===== src/rtl/bcd_pkg.sv =====
// Shared definitions for the sequential binary-to-BCD converter.
//   state_t        : converter FSM encoding (IDLE / SHIFT / DONE)
//   pow10()        : constant function, 10^n, used to derive MAX_VAL
//   BLANK_RST_ALL  : reset blank pattern (all digits blanked except digit 0);
//                    the top slices the low DIGITS bits.
package bcd_pkg;

  typedef enum logic [1:0] {
    IDLE  = 2'd0,
    SHIFT = 2'd1,
    DONE  = 2'd2
  } state_t;

  localparam logic [63:0] BLANK_RST_ALL = ~64'd1;

  function automatic logic [63:0] pow10(input int n);
    logic [63:0] p;
    p = 64'd1;
    for (int i = 0; i < n; i++) begin
      p = p * 64'd10;
    end
    return p;
  endfunction

endpackage


===== src/rtl/bin_to_bcd_seq_if.sv =====
// Handshake bundle for bin_to_bcd_seq.
//   in_valid/in_ready/bin_in          : operand request side
//   out_valid/out_ready               : result handshake
//   bcd_out/blank/ovf                 : held display result
// master = producer/consumer of the converter, slave = the converter.
interface bin_to_bcd_seq_if #(
  parameter int BIN_W  = 20,
  parameter int DIGITS = 6
);
  logic                  in_valid;
  logic                  in_ready;
  logic [BIN_W-1:0]      bin_in;
  logic                  out_valid;
  logic                  out_ready;
  logic [4*DIGITS-1:0]   bcd_out;
  logic [DIGITS-1:0]     blank;
  logic                  ovf;

  modport master (
    output in_valid, bin_in, out_ready,
    input  in_ready, out_valid, bcd_out, blank, ovf
  );

  modport slave (
    input  in_valid, bin_in, out_ready,
    output in_ready, out_valid, bcd_out, blank, ovf
  );
endinterface


===== src/rtl/bcd_dabble_step.sv =====
// One double-dabble iteration, purely combinational.
//   acc_i : current BCD accumulator (4*DIGITS bits)
//   msb_i : next binary bit entering at the bottom
//   acc_o : accumulator after per-nibble add-3 correction and a left shift
module bcd_dabble_step #(
  parameter int DIGITS = 6
) (
  input  logic [4*DIGITS-1:0] acc_i,
  input  logic                msb_i,
  output logic [4*DIGITS-1:0] acc_o
);

  logic [4*DIGITS-1:0] corr;
  // The corrected top bit always falls off the accumulator; the upstream
  // saturation keeps it zero.
  logic                unused_top;

  genvar i;
  for (i = 0; i < DIGITS; i++) begin : g_digit
    // 4-bit add: the carry is intentionally confined to the nibble.
    assign corr[4*i +: 4] = (acc_i[4*i +: 4] >= 4'd5) ? acc_i[4*i +: 4] + 4'd3
                                                       : acc_i[4*i +: 4];
  end

  assign acc_o      = {corr[4*DIGITS-2:0], msb_i};
  assign unused_top = corr[4*DIGITS-1];

endmodule


===== src/rtl/bin_to_bcd_seq.sv =====
// Iterative double-dabble binary-to-BCD converter for the HEX displays.
//   CLOCK_50 : system clock (rising edge)
//   reset_n  : asynchronous active-low reset
//   bus      : slave side of bin_to_bcd_seq_if
//                in_valid/in_ready/bin_in  accept one operand in IDLE
//                out_valid/out_ready       result handshake, held in DONE
//                bcd_out                   packed BCD, digit i in [4i+3:4i]
//                blank                     leading-zero mask (bit 0 never set)
//                ovf                       input exceeded 10^DIGITS-1, saturated
// Inputs above MAX_VAL are clamped so the accumulator never overflows its top
// digit. Results stay on the outputs after the handshake so displays hold.
module bin_to_bcd_seq
  import bcd_pkg::*;
#(
  parameter int BIN_W  = 20,
  parameter int DIGITS = 6
) (
  input  logic             CLOCK_50,
  input  logic             reset_n,
  bin_to_bcd_seq_if.slave  bus
);

  localparam int                 ACC_W     = 4 * DIGITS;
  localparam int                 CNT_W     = $clog2(BIN_W + 1);
  localparam logic [63:0]        MAX_VAL   = pow10(DIGITS) - 64'd1;
  localparam logic [BIN_W-1:0]   MAX_SAT   = BIN_W'(MAX_VAL);
  localparam logic [DIGITS-1:0]  BLANK_RST = BLANK_RST_ALL[DIGITS-1:0];

  state_t              state_q,    state_d;
  logic [BIN_W-1:0]    operand_q,  operand_d;
  logic [ACC_W-1:0]    acc_q,      acc_d;
  logic [CNT_W-1:0]    cnt_q,      cnt_d;
  logic                ovf_pend_q, ovf_pend_d;
  logic [ACC_W-1:0]    bcd_q,      bcd_d;
  logic [DIGITS-1:0]   blank_q,    blank_d;
  logic                ovf_q,      ovf_d;

  logic [ACC_W-1:0]    step_acc;
  logic                over;

  // Digit i (i >= 1) is blanked when it and every higher digit are zero.
  function automatic logic [DIGITS-1:0] blank_of(input logic [ACC_W-1:0] acc);
    logic [DIGITS-1:0] b;
    logic              hi_zero;
    b       = '0;
    hi_zero = 1'b1;
    for (int i = DIGITS - 1; i >= 1; i--) begin
      hi_zero = hi_zero && (acc[4*i +: 4] == 4'd0);
      b[i]    = hi_zero;
    end
    return b;
  endfunction

  bcd_dabble_step #(
    .DIGITS (DIGITS)
  ) u_step (
    .acc_i (acc_q),
    .msb_i (operand_q[BIN_W-1]),
    .acc_o (step_acc)
  );

  assign over = (64'(bus.bin_in) > MAX_VAL);

  always_comb begin
    state_d    = state_q;
    operand_d  = operand_q;
    acc_d      = acc_q;
    cnt_d      = cnt_q;
    ovf_pend_d = ovf_pend_q;
    bcd_d      = bcd_q;
    blank_d    = blank_q;
    ovf_d      = ovf_q;

    case (state_q)
      IDLE: begin
        if (bus.in_valid) begin
          operand_d  = over ? MAX_SAT : bus.bin_in;
          ovf_pend_d = over;
          acc_d      = '0;
          cnt_d      = CNT_W'(BIN_W);
          state_d    = SHIFT;
        end
      end
      SHIFT: begin
        acc_d     = step_acc;
        operand_d = operand_q << 1;
        cnt_d     = cnt_q - CNT_W'(1);
        // Last iteration: publish the finished accumulator on this edge.
        if (cnt_q == CNT_W'(1)) begin
          state_d = DONE;
          bcd_d   = step_acc;
          ovf_d   = ovf_pend_q;
          blank_d = blank_of(step_acc);
        end
      end
      DONE: begin
        if (bus.out_ready) begin
          state_d = IDLE;
        end
      end
      default: begin
        state_d = IDLE;
      end
    endcase
  end

  always_ff @(posedge CLOCK_50 or negedge reset_n) begin
    if (!reset_n) begin
      state_q    <= IDLE;
      operand_q  <= '0;
      acc_q      <= '0;
      cnt_q      <= '0;
      ovf_pend_q <= 1'b0;
      bcd_q      <= '0;
      blank_q    <= BLANK_RST;
      ovf_q      <= 1'b0;
    end else begin
      state_q    <= state_d;
      operand_q  <= operand_d;
      acc_q      <= acc_d;
      cnt_q      <= cnt_d;
      ovf_pend_q <= ovf_pend_d;
      bcd_q      <= bcd_d;
      blank_q    <= blank_d;
      ovf_q      <= ovf_d;
    end
  end

  assign bus.in_ready  = (state_q == IDLE);
  assign bus.out_valid = (state_q == DONE);
  assign bus.bcd_out   = bcd_q;
  assign bus.blank     = blank_q;
  assign bus.ovf       = ovf_q;

endmodule


===== src/flat_wrapper.sv =====
// flat-port wrapper written by rule: the top's interface ports become plain ports
module bin_to_bcd_seq_flat import bcd_pkg::*;
#(
  parameter int BIN_W  = 20,
  parameter int DIGITS = 6
)
  (CLOCK_50, reset_n, bus_in_valid, bus_bin_in, bus_out_ready, bus_in_ready, bus_out_valid, bus_bcd_out, bus_blank, bus_ovf);
  bin_to_bcd_seq_if #(.BIN_W(BIN_W), .DIGITS(DIGITS)) bus_i ();
  input  logic CLOCK_50;
  input  logic reset_n;
  input wire logic [$bits(bus_i.in_valid)-1:0] bus_in_valid;
  input wire logic [$bits(bus_i.bin_in)-1:0] bus_bin_in;
  input wire logic [$bits(bus_i.out_ready)-1:0] bus_out_ready;
  output wire logic [$bits(bus_i.in_ready)-1:0] bus_in_ready;
  output wire logic [$bits(bus_i.out_valid)-1:0] bus_out_valid;
  output wire logic [$bits(bus_i.bcd_out)-1:0] bus_bcd_out;
  output wire logic [$bits(bus_i.blank)-1:0] bus_blank;
  output wire logic [$bits(bus_i.ovf)-1:0] bus_ovf;
  assign bus_i.in_valid = bus_in_valid;
  assign bus_i.bin_in = bus_bin_in;
  assign bus_i.out_ready = bus_out_ready;
  assign bus_in_ready = bus_i.in_ready;
  assign bus_out_valid = bus_i.out_valid;
  assign bus_bcd_out = bus_i.bcd_out;
  assign bus_blank = bus_i.blank;
  assign bus_ovf = bus_i.ovf;
  bin_to_bcd_seq #(.BIN_W(BIN_W), .DIGITS(DIGITS)) u_core (.CLOCK_50(CLOCK_50), .reset_n(reset_n), .bus(bus_i));
endmodule

===== config.mk =====
export PLATFORM = sky130hd
export DESIGN_NAME = bin_to_bcd_seq_flat
export DESIGN_NICKNAME = d
export VERILOG_FILES = /design/src/rtl/bcd_pkg.sv /design/src/rtl/bin_to_bcd_seq_if.sv /design/src/rtl/bcd_dabble_step.sv /design/src/rtl/bin_to_bcd_seq.sv /design/src/flat_wrapper.sv
export SDC_FILE = /design/constraint.sdc
export NUM_CORES = 1
export LEC_CHECK = 0
export CAP_MARGIN = 20
export CORE_MARGIN = 1
export CORE_UTILIZATION = 42
export DETAILED_ROUTE_END_ITERATION = 16
export SYNTH_ARGS = -nofsm -noshare
export SYNTH_HDL_FRONTEND = slang
export SYNTH_HIERARCHICAL = 1
export SYNTH_SLANG_ARGS = --single-unit

===== constraint.sdc =====
create_clock -name CLOCK_50 -period 4.26 [get_ports CLOCK_50]
set_input_delay 0.852 -clock CLOCK_50 [delete_from_list [all_inputs] [get_ports CLOCK_50]]
set_output_delay 0.852 -clock CLOCK_50 [all_outputs]
set_load 0.01 [all_outputs]

==> results.md, run 1 <==
- Detailed Routing Iterations Pass 1: 5
- Syn Nets: 445
- Nets: 496
- Max-slew violations: 0
- Status: finished clean
- Maximum clock path buffer count: 2
- Slowest cell on the critical path: nor4_1
- WS Path Type: reg -> reg
- Most frequent cells in the layout: 94 x nand2_1, 77 x dfrtp_1, 54 x clkdlybuf4s50_1
- VDD IR max: 270.4 uV
- R2R Path End: u_core/bus.blank[1]
- Site row count: 35
- CTS Buf Count: 9
- CTS tree: yes
- Clock transition at path regs: 0.08 ns
- Design area: 4976 um2
- Post-synthesis mux area share: 10.65%
- Syn avg cell area: 10.13 um2
- Clk_lat worst skew: 0.35 ns
- Tot Pwr: 3688 uW
- Post-DP HPWL: 5.533 mm
- Drt drc: 0
- CTS root buf: clkbuf_8
- Type of origin of the critical path: register
- Final setup vio count: 0
- Clk_skew: 0.008347 ns
- Setup bufs post-CTS: 0
- Post-synthesis adder-cell area fraction: 4.248%
- Least-Margin Pin Slew: 0.9385 ns
- Setup crit end kind: register
- Asr flop ratio synth: 100.0%
- Synthesized area: 4124 um2
- Max Clk Rate: 376.1 MHz
- Setup TNS: 0 ns
- Htree depth: 3
- Critical path data required time: 4.55 ns
- Filler cells: 891
- RR Startpoint: u_core/acc_q[20]
- Tot GR Track Use: 17.45%
- Part of the cycle the worst path needs: 62.41%
- Die H: 101.1 um
- RD Place Congestion: 0.7474
- Combinational family with the most area after synthesis: simple AND/OR/NAND/NOR gates
- Relative slew slack: 37.44%
- Area Overhead vs Synth: 20.66%
- CTS sink count: 82
- Post-synthesis sequential area ratio: 49.91%
- Flop2flop setup slack: 1.60 ns
- Final hold slack: 0.3773 ns
- Vias per cell: 5.041
- EDFF count, synth: 0
- # IOs: 57
- Synth Area in Simple Gates: 19.02%
- Xor-xnor portion of the synthesized cell area: 1.274%
- Area after DPL: 4753 um2
- Antenna Nets Post-Route: 0
- Initial cell density of the core: 44.01%
- Post-layout util: 53.10%
- RSZ-0062 raised after global routing: no
- Pwr Density: 741.1 nW/um2
- Register bit total from synthesis: 82
- Layout cell share with drive strength beyond 1: 13.82%
- Compound-Gate Fraction of Synth Area: 10.35%
- CP max stage delay: 0.66 ns
- Post-CTS Resized: 0
- Initial antenna violation count: 0
- Die width: 101.1 um
- Arr. time, crit path: 2.95 ns
- Cell breakdown of the critical path: ha_1 -> nand2b_1 -> a21oi_2 -> mux2i_1 -> nor4_1 -> nand3_1 -> nor3_1 -> a22o_1
- Full die area: 10,220 um2
- Top_reg_cell synth: dfrtp_1
- Unique masters post-synth: 45
- First-pass GRT wire length: 13.84 mm
- DRT iter0 DRCs: 84
- Largest net degree at the start of global routing: 83
- Cells after synthesis: 407
- Worst reg2reg path depth: 8
- Final period demand of the worst path: 2.659 ns
- P_leak: 0.002389 uW
- Routed len/inst: 13.79 um
- Via count: 2,984
- Hold Path Class: in -> async
- Total gr overflow: 0
- Max FO, Critical Path: 4
- Number of diodes: 0
- Max-Cap Viols: 0
- Vias in the first global route: 2,873
- Hold bufs inserted after CTS: 0
- Hold Fails Final Rpt: 0
- Most common cell after layout, fill and taps aside: nand2_1
- PortBufs: 55
- Drt total wl: 8.162 mm
- Core area: 9371 um2
- Synth warnings: 6
critical path: cells and delay by family, from the launching register on:
family,cells,cell delay (ns)
simple gates,4,1.43
compound gates,2,0.38
mux,1,0.16
flops,1,0.42
fa+ha+maj,1,0.21
metrics by stage:
stage	setup WS, ns	cells
4_1_cts	1.539	591
2_1_floorplan	2.273	407
3_3_place_gp	1.532	575
3_5_place_dp	1.505	575
5_1_grt	1.434	592
6_report	1.601	592
worst max path at each step:
stage | slack (ns) | cells past startpoint | startpoint | endpoint
final | 1.60 | 8 | u_core/acc_q[20] | u_core/bus.blank[1]
after global routing | 1.43 | 8 | u_core/acc_q[20] | u_core/bus.blank[1]
after CTS | 1.54 | 8 | u_core/acc_q[20] | u_core/bus.blank[1]
after detailed placement | 1.51 | 5 | bus_in_valid | u_core/cnt_q[1]
after global placement | 1.53 | 5 | bus_in_valid | u_core/cnt_q[1]
after floorplan | 2.27 | 8 | u_core/acc_q[20] | u_core/bus.blank[1]
registers in the layout (all words and copies together), names as in the netlist:
name / cells
u_core/bus.blank: 5
u_core/cnt_q: 5
u_core/operand_q: 20
u_core/ovf_pend_q: 1
u_core/state_q: 2
u_core/bus.ovf: 1
u_core/acc_q: 24
u_core/bus.bcd_out: 24
cells in the mapped netlist (2+ instances only):
| master | instances | area share, % |
|---|---|---|
| clkbuf_1 | 5 | 0.46 |
| buf_6 | 3 | 0.82 |
| inv_1 | 19 | 1.7 |
| o21ai_1 | 5 | 0.61 |
| buf_4 | 2 | 0.36 |
| a211oi_1 | 2 | 0.36 |
| nor2_1 | 16 | 1.5 |
| o21a_1 | 6 | 1.1 |
| o22a_1 | 6 | 1.3 |
| a22oi_1 | 7 | 1.3 |
| or2_2 | 2 | 0.30 |
| ha_1 | 14 | 4.2 |
| buf_2 | 6 | 0.73 |
| mux2_4 | 23 | 8.4 |
| nand2b_1 | 13 | 2.0 |
| dfstp_2 | 5 | 3.2 |
| nand3_1 | 31 | 3.8 |
| dfrtp_1 | 77 | 47 |
| a31oi_1 | 5 | 0.76 |
| or4_1 | 2 | 0.36 |
| mux2_2 | 3 | 0.82 |
| nor4_1 | 5 | 0.76 |
| nor3_1 | 2 | 0.24 |
| xnor2_1 | 6 | 1.3 |
| o21ai_0 | 14 | 1.7 |
| buf_1 | 4 | 0.36 |
| mux2i_1 | 6 | 1.5 |
| a21oi_1 | 2 | 0.24 |
| a21oi_2 | 6 | 1.3 |
| and2_1 | 2 | 0.30 |
| nand2_1 | 94 | 8.6 |
layout make-up:
type,instances,area (um2),area share (%)
repair buffers,60,605.6,12.17
inverters,19,71.32,1.433
clock inverters,5,53.80,1.081
multi-input cells,286,1884,37.87
flip-flops and latches,82,2058,41.36
clock buffers,11,141.4,2.841
well taps,129,161.4,3.244
power by group:
part / internal (uW) / switching, uW / total, uW
sequential: 1120 / 264 / 1390
clock: 285 / 275 / 560
combinational: 839 / 902 / 1740
total: 2250 / 1440 / 3690
cell families after synthesis:
| family | count (synthesis) |
|---|---|
| AOI/OAI and AO/OA | 61 |
| other | 1 |
| muxes | 32 |
| DFF | 82 |
| adders and majority gates | 14 |
| and+or+nand+nor | 172 |
| buffers and inverters | 39 |
| xor gates and xnor gates | 6 |
metal layers:
| layer | share of wire, % | up-vias | track usage, % | routed length (um) |
|---|---|---|---|---|
| met2 | 48 | 47 | 28.26 | 3954 |
| li1 | - | 1484 | - | - |
| met4 | 1.4 | 0 | 7.358 | 117 |
| met5 | 0 | - | 0 | 0 |
| met1 | 48 | 1444 | 23.37 | 3884 |
| met3 | 2.5 | 9 | 2.497 | 205 |
No activity file was read; power rests on OpenSTA's default activity.
==> inputs of run 2 (changes only) <==
Settings changed: PLACE_DENSITY from default to 0.66.
Clock period 4.26 ns to 2.4 ns, I/O delays scaled along.
==> run 2 against run 1 <==
Compared with the run above: clock skew up 0.0035 ns; largest cell class unchanged; setup slack worse by 1.4 ns; critical path depth unchanged; cell count up 0.51%; maximum frequency up 20%; sequential share of layout area down 0.37 points; register-to-register slack worse by 1.4 ns; combinational power up 83%; design area up 0.91%; largest power group unchanged; non-clock buffer count up 3.
==> results.md, run 2 (synthesis gave the netlist of run 1 again) <==
- Drt drc: 0 (unchanged)
- Initial cell density of the core: 44.01% (unchanged)
- Max FO, Critical Path: 4 (unchanged)
- Clk_skew: 0.01187 ns (+0.003520 ns)
- Vias in the first global route: 3,031 (+5.5%)
- RD Place Congestion: 0.8231 (+10%)
- WS Path Type: reg -> reg
- Initial antenna violation count: 0 (unchanged)
- # IOs: 57 (unchanged)
- Site row count: 35 (unchanged)
- Most common cell after layout, fill and taps aside: nand2_1
- Flop2flop setup slack: 0.19 ns (-1.41 ns)
- Internal: 4069 uW (+81%)
- CTS tree: yes
- RR Startpoint: u_core/acc_q[20]
- Setup ws final: 0.1931 ns (-1.408 ns)
- Tot Pwr: 6698 uW (+82%)
- Filler cells: 876 (-1.7%)
- Arr. time, crit path: 2.51 ns (-0.44 ns)
- Clk_lat worst skew: 0.35 ns (about the same)
- RSZ-0062 raised after global routing: no
- VDD IR max: 516.5 uV (+91%)
- Detailed Routing Iterations Pass 1: 5 (unchanged)
- Cell breakdown of the critical path: ha_1 -> nand2b_1 -> a21oi_2 -> xnor2_1 -> nor4_2 -> nand3_1 -> nor3_1 -> a22o_1
- Drt total wl: 8.334 mm (+2.1%)
- Area Overhead vs Synth: 21.75%
- Final period demand of the worst path: 2.207 ns (-0.4519 ns)
- Number of diodes: 0 (unchanged)
- Post-Layout Cell Count: 595 (+0.51%)
- Pre-CTS setup slack: 0.01523 ns (-1.490 ns)
- CTS sink count: 82 (unchanged)
- Vias per cell: 5.109 (+1.4%)
- Total gr overflow: 0 (unchanged)
- DRT iter0 DRCs: 154 (+83%)
- Part of the cycle the worst path needs: 91.95% (+30 points)
- Sw Pwr: 2629 uW (+82%)
- Maximum clock path buffer count: 2 (unchanged)
- Setup TNS: 0 ns (unchanged)
- Post-DP HPWL: 5.606 mm (+1.3%)
- Most frequent cells in the layout: 94 x nand2_1, 77 x dfrtp_1, 54 x clkdlybuf4s50_1
- Reg power frac: 36.7% (-0.9 points)
- Comb pwr share: 47.6% (+0.4 points)
- Setup crit end kind: register
- Tot GR Track Use: 17.72% (+0.27 points)
- Relative slew slack: 61.21% (+24 points)
- Worst reg2reg path depth: 8 (unchanged)
- Antenna Nets Post-Route: 0 (unchanged)
- Nets: 499 (+0.60%)
- Full die area: 10,220 um2 (unchanged)
- R2R Path End: u_core/bus.blank[1]
- Die H: 101.1 um (unchanged)
- Max-Cap Viols: 0 (unchanged)
- Hold Fails Final Rpt: 0 (unchanged)
- Status: finished clean
- Final setup vio count: 0 (unchanged)
- Routed len/inst: 14.01 um (+1.6%)
- Placed cell count: 579 (+0.70%)
- CTS root buf: clkbuf_8
- PortBufs: 55 (unchanged)
- Via count: 3,040 (+1.9%)
- Layout cell share with drive strength beyond 1: 15.02% (+1.2 points)
- Least-Margin Pin Slew: 0.5798 ns (-0.3587 ns)
- Core area: 9371 um2 (unchanged)
- Htree depth: 3 (unchanged)
- Slowest cell on the critical path: dfrtp_1
- CP max stage delay: 0.43 ns (-0.23 ns)
- Clock transition at path regs: 0.09 ns (about the same)
- Die width: 101.1 um (unchanged)
- Clk network pwr share: 15.7% (+0.5 points)
- Storage cell area: 2058 um2 (unchanged)
- First-pass GRT wire length: 14.28 mm (+3.2%)
- Switching share of power: 39.24% (+0.16 points)
- CTS Buf Count: 9 (unchanged)
- P_leak: 0.002397 uW (+0.34%)
- Area of the multi-input gates: 1897 um2 (+0.66%)
- Largest net degree at the start of global routing: 43 (-48%)
- Max-slew violations: 0 (unchanged)
- Hold Path Class: in -> async
- Pwr Density: 1334 nW/um2 (+80%)
- Type of origin of the critical path: register
- Max Clk Rate: 453.1 MHz (+20%)
- Critical path data required time: 2.70 ns (-1.85 ns)
==> run 2: cell types whose count changed in the layout (fill, tap and decap cells not counted) <==
cell,delta
nor4_1,-2
clkinv_2,-3
buf_16,-1
buf_4,+3
clkinvlp_4,+3
clkinv_4,-1
clkbuf_1,-1
nor4_2,+2
inv_6,+1
clkbuf_8,+1
buf_12,+1
==> run 2: worst max path at each step <==
stage | cells past startpoint | start | to | slack, ns
floorplan | 8 | u_core/acc_q[20] | u_core/bus.blank[1] | 0.41
finish | 8 | u_core/acc_q[20] | u_core/bus.blank[1] | 0.19
global route | 8 | u_core/acc_q[16] | u_core/bus.blank[1] | 0.005
global placement | 8 | u_core/acc_q[20] | u_core/bus.blank[1] | 0.18
CTS | 8 | u_core/acc_q[20] | u_core/bus.blank[1] | 0.005
detailed placement | 8 | u_core/acc_q[20] | u_core/bus.blank[1] | 0.02
==> run 2: timing repair <==
item,4_1_cts,5_1_grt
resized for setup,0,2
setup endpoints to repair,0,2
hold buffers,0,0
buffers inserted,0,0
endpoints found under the hold margin,0,0
==> run 2: layout make-up <==
cell class / count / share of cell area (%)
clock buffer: 11 / 3.015
clock inverter: 5 / 1.221
inverter: 19 / 1.420
multi-input combinational: 286 / 37.78
sequential: 82 / 40.99
tap: 129 / 3.215
timing repair buffer: 63 / 12.36
==> run 2: power groups by stage <==
stage | clock network, uW | registers (uW) | logic, uW
after floorplan | 0 | 2460 | 2170
after global placement | 0 | 2460 | 3070
after detailed placement | 0 | 2480 | 3180
after CTS | 1090 | 2460 | 3190
after global routing | 1150 | 2550 | 3600
final | 1050 | 2460 | 3190
==> run 2: worst max-delay path, delay by kind of cell, from the launching register on <==
family / cells / cell delay [ns]
AND/OR/NAND/NOR: 4 / 0.99
XOR/XNOR: 1 / 0.15
flip-flops: 1 / 0.43
AO/OA/AOI/OAI: 2 / 0.37
adder cells (fa/ha/maj): 1 / 0.22
==> run 2: layer usage <==
metal,routed length [um],GRT usage [%],vias up,part of all wire [%]
li1,-,-,1495,-
met1,3897,23.00,1479,47
met2,4088,29.67,57,49
met3,247,3.606,9,3.0
met4,102,5.574,0,1.2
met5,0,0,-,0
==> run 2: through the flow <==
step                      utilization (%)  hold slack [ns]  instance area (um2)
after detailed placement            51.17           0.4705                 4796
final                               53.58           0.1020                 5021
after global placement              51.17           0.4700                 4796
after global routing                53.58           0.1336                 5021
after floorplan                         -           0.1844                 4124
after CTS                           53.44           0.1159                 5009
==> inputs of run 3 (changes only) <==
Settings changed: ABC_AREA from default to 1.
==> run 3 against run 2 <==
Compared with the run above: setup slack gained 0.21 ns; sequential share of layout area shrank 0.45 points; area after synthesis grew 2.8%; sequential power is essentially flat; flip-flop and latch count is the same; maximum frequency grew 10%; cell count grew 21%; core utilization shrank 1.6 points; largest cell class unchanged; highest routed layer unchanged.
==> results.md, run 3 <==
- Status: finished clean
- Tot GR Track Use: 18.64% (+0.92 points)
- Type of origin of the critical path: register
- Filler cells: 980 (+12%)
- Flop2flop setup slack: 0.53 ns (+0.34 ns)
- Worst reg2reg path depth: 14 (+6)
- Post-CTS Resized: 0 (unchanged)
- Clk_lat worst skew: 0.35 ns (about the same)
- EDFF count, synth: 0 (unchanged)
- Site row count: 36 (+2.9%)
- Cells after synthesis: 531 (+30%)
- Part of the cycle the worst path needs: 83.37% (-8.6 points)
- Post-DP HPWL: 6.278 mm (+12%)
- Setup crit end kind: output port
- Die H: 102.5 um (+1.3%)
- Arr. time, crit path: 1.52 ns (-0.99 ns)
- Setup TNS: 0 ns (unchanged)
- Full die area: 10,500 um2 (+2.7%)
- P_leak: 0.002416 uW (+0.77%)
- Syn Nets: 569 (+28%)
- Initial antenna violation count: 0 (unchanged)
- Number of diodes: 0 (unchanged)
- Most frequent cells in the layout: 149 x nand2_1, 77 x dfrtp_1, 68 x o21ai_0
- Via count: 3,514 (+16%)
- Largest net degree at the start of global routing: 58 (+35%)
- Unique masters post-synth: 30 (-33%)
- Initial cell density of the core: 43.36% (-0.65 points)
- Detailed Routing Iterations Pass 1: 5 (unchanged)
- DRT iter0 DRCs: 144 (-6.5%)
- Final setup vio count: 0 (unchanged)
- Synth top area share: 45.47% (-1.3 points)
- Max-slew violations: 0 (unchanged)
- Hold Fails Final Rpt: 0 (unchanged)
- Relative slew slack: 66.58% (+5.4 points)
- Area Overhead vs Synth: 19.81%
- Post-Layout Cell Count: 721 (+21%)
- Tot Pwr: 6813 uW (+1.7%)
- Drt total wl: 8.805 mm (+5.7%)
- Least-Margin Pin Slew: 0.5013 ns (-0.07846 ns)
- Core area: 9774 um2 (+4.3%)
- CTS Buf Count: 9 (unchanged)
- Hold Path Class: in -> async
- Most instantiated library cell after synthesis: nand2_1
- RD Place Congestion: 0.7850 (-4.6%)
- Synthesized area: 4238 um2 (+2.8%)
- Htree depth: 3 (unchanged)
- Hold bufs inserted after CTS: 0 (unchanged)
- Synth warnings: 6 (unchanged)
- Routing usage on met2: 29.38% (-0.29 points)
- CP endpoint: bus_in_ready
- Final period demand of the worst path: 2.001 ns (-0.2059 ns)
- Clock transition at path regs: 0.08 ns (about the same)
- Syn avg cell area: 7.981 um2 (-21%)
- Drt drc: 0 (unchanged)
- CTS sink count: 82 (unchanged)
- Clk_skew: 0.01222 ns (+0.0003492 ns)
- Most Used Layer, Global Route: met2
- RSZ-0062 raised after global routing: no
- Vias in the first global route: 3,294 (+8.7%)
- Post-synthesis sequential area ratio: 48.57% (-1.3 points)
- First-pass GRT wire length: 15.13 mm (+5.9%)
- VDD IR max: 649.5 uV (+26%)
- Worst setup startpoint: u_core/state_q[0]
- Max FO, Critical Path: 4 (unchanged)
- Antenna Nets Post-Route: 0 (unchanged)
- Max-Cap Viols: 0 (unchanged)
- Max Clk Rate: 499.8 MHz (+10%)
- Pwr Density: 1342 nW/um2 (+0.59%)
- # IOs: 57 (unchanged)
- Die width: 102.5 um (+1.3%)
- Total gr overflow: 0 (unchanged)
- Top_reg_cell synth: dfrtp_1
- CTS root buf: clkbuf_8
- Asr flop ratio synth: 100.0% (unchanged)
- RR Startpoint: u_core/acc_q[20]
- Top cells by area, synth: dfrtp_1 45%, nand2_1 13%, o21ai_0 8.0%
- Met3 Usage GRT: 3.078% (-0.53 points)
- WS Path Type: reg -> out
- Setup bufs post-CTS: 0 (unchanged)
- CTS tree: yes
- Nets: 621 (+24%)
- R2R Path End: u_core/bus.blank[1]
- Most common cell after layout, fill and taps aside: nand2_1
- Register bit total from synthesis: 82 (unchanged)
- Layout cell share with drive strength beyond 1: 9.524% (-5.5 points)
- Vias per cell: 4.874 (-4.6%)
- Met1 Usage GRT: 25.45% (+2.4 points)
- Post-layout util: 51.95% (-1.6 points)
- Routed len/inst: 12.21 um (-13%)
- Placed cell count: 705 (+22%)
- Most frequent cells after synthesis: 149 x nand2_1, 77 x dfrtp_1, 68 x o21ai_0
- PortBufs: 55 (unchanged)
- Maximum clock path buffer count: 2 (unchanged)
- Yosys top cell by area: dfrtp_1
- Critical path data required time: 1.92 ns (-0.78 ns)
## run 3: cell count changes after synthesis, sizes merged, moves of 6 or more
cell | previous run | this run
nand3 | 31 | 19
mux2 | 26 | 0
nand2b | 13 | 0
o21ai | 19 | 92
xnor2 | 6 | 0
o22a | 6 | 0
mux2i | 6 | 0
nor2 | 16 | 54
nand2 | 95 | 157
inv | 19 | 68
## run 3: worst min path at each step
stage                              to  slack [ns]  cells after the start
6_report       u_core/bus.bcd_out[11]        0.06                      1
5_1_grt        u_core/bus.bcd_out[11]        0.09                      1
4_1_cts        u_core/bus.bcd_out[11]        0.07                      1
3_5_place_dp   u_core/bus.bcd_out[17]        0.45                      1
3_3_place_gp   u_core/bus.bcd_out[18]        0.45                      1
2_1_floorplan         u_core/acc_q[0]        0.18                      0
## run 3: cells by family (layout without fill, tap and decap cells)
family | Yosys count | in the layout | synth area share [%]
AND/OR/NAND/NOR | 233 | 233 | 23.09
adder cells (fa/ha/maj) | 14 | 14 | 4.133
XOR/XNOR | 1 | 1 | 0.2067
AO/OA/AOI/OAI | 112 | 112 | 14.85
buffers and inverters | 88 | 145 | 9.064
other | 1 | 1 | 0.08849
flip-flops | 82 | 82 | 48.57
## run 3: routing by layer
layer	vias to the layer above	share of wire (%)	routed length [um]
met5	-	0	0
met4	0	1.5	128
met3	9	3.1	273
met2	69	45	3968
met1	1651	50	4434
li1	1785	-	-
## run 3: stage by stage
step | cell area (um2) | worst slack [ns] | hold slack [ns]
final | 5077 | 0.3990 | 0.06382
after global routing | 5077 | 0.2658 | 0.08657
after CTS | 5077 | 0.3756 | 0.06702
after detailed placement | 4881 | 0.3953 | 0.4525
after global placement | 4881 | 0.4117 | 0.4456
after floorplan | 4238 | 0.8042 | 0.1844
## run 3: area by class of cell
type,count,area [um2],area share [%]
Clock inverter,4,51.30,1.010
Tap cell,133,166.4,3.277
Inverter,68,255.2,5.027
Multi-Input combinational cell,361,1795,35.36
Timing Repair Buffer,61,605.6,11.93
Clock buffer,12,145.1,2.859
Sequential cell,82,2058,40.54
## run 3: power by group
| group | leakage [uW] | switching (uW) | total (uW) | internal, uW |
|---|---|---|---|---|
| registers | 0.00102 | 436 | 2450 | 2020 |
| clock network | 0.0000966 | 491 | 1000 | 510 |
| logic | 0.00130 | 2000 | 3360 | 1360 |
## run 3: worst max-delay path, cell delays in order (launching register included)
cell	delay (ns)
dfrtp_1	0.43
nor2_2	0.18
clkdlybuf4s50_1	0.56
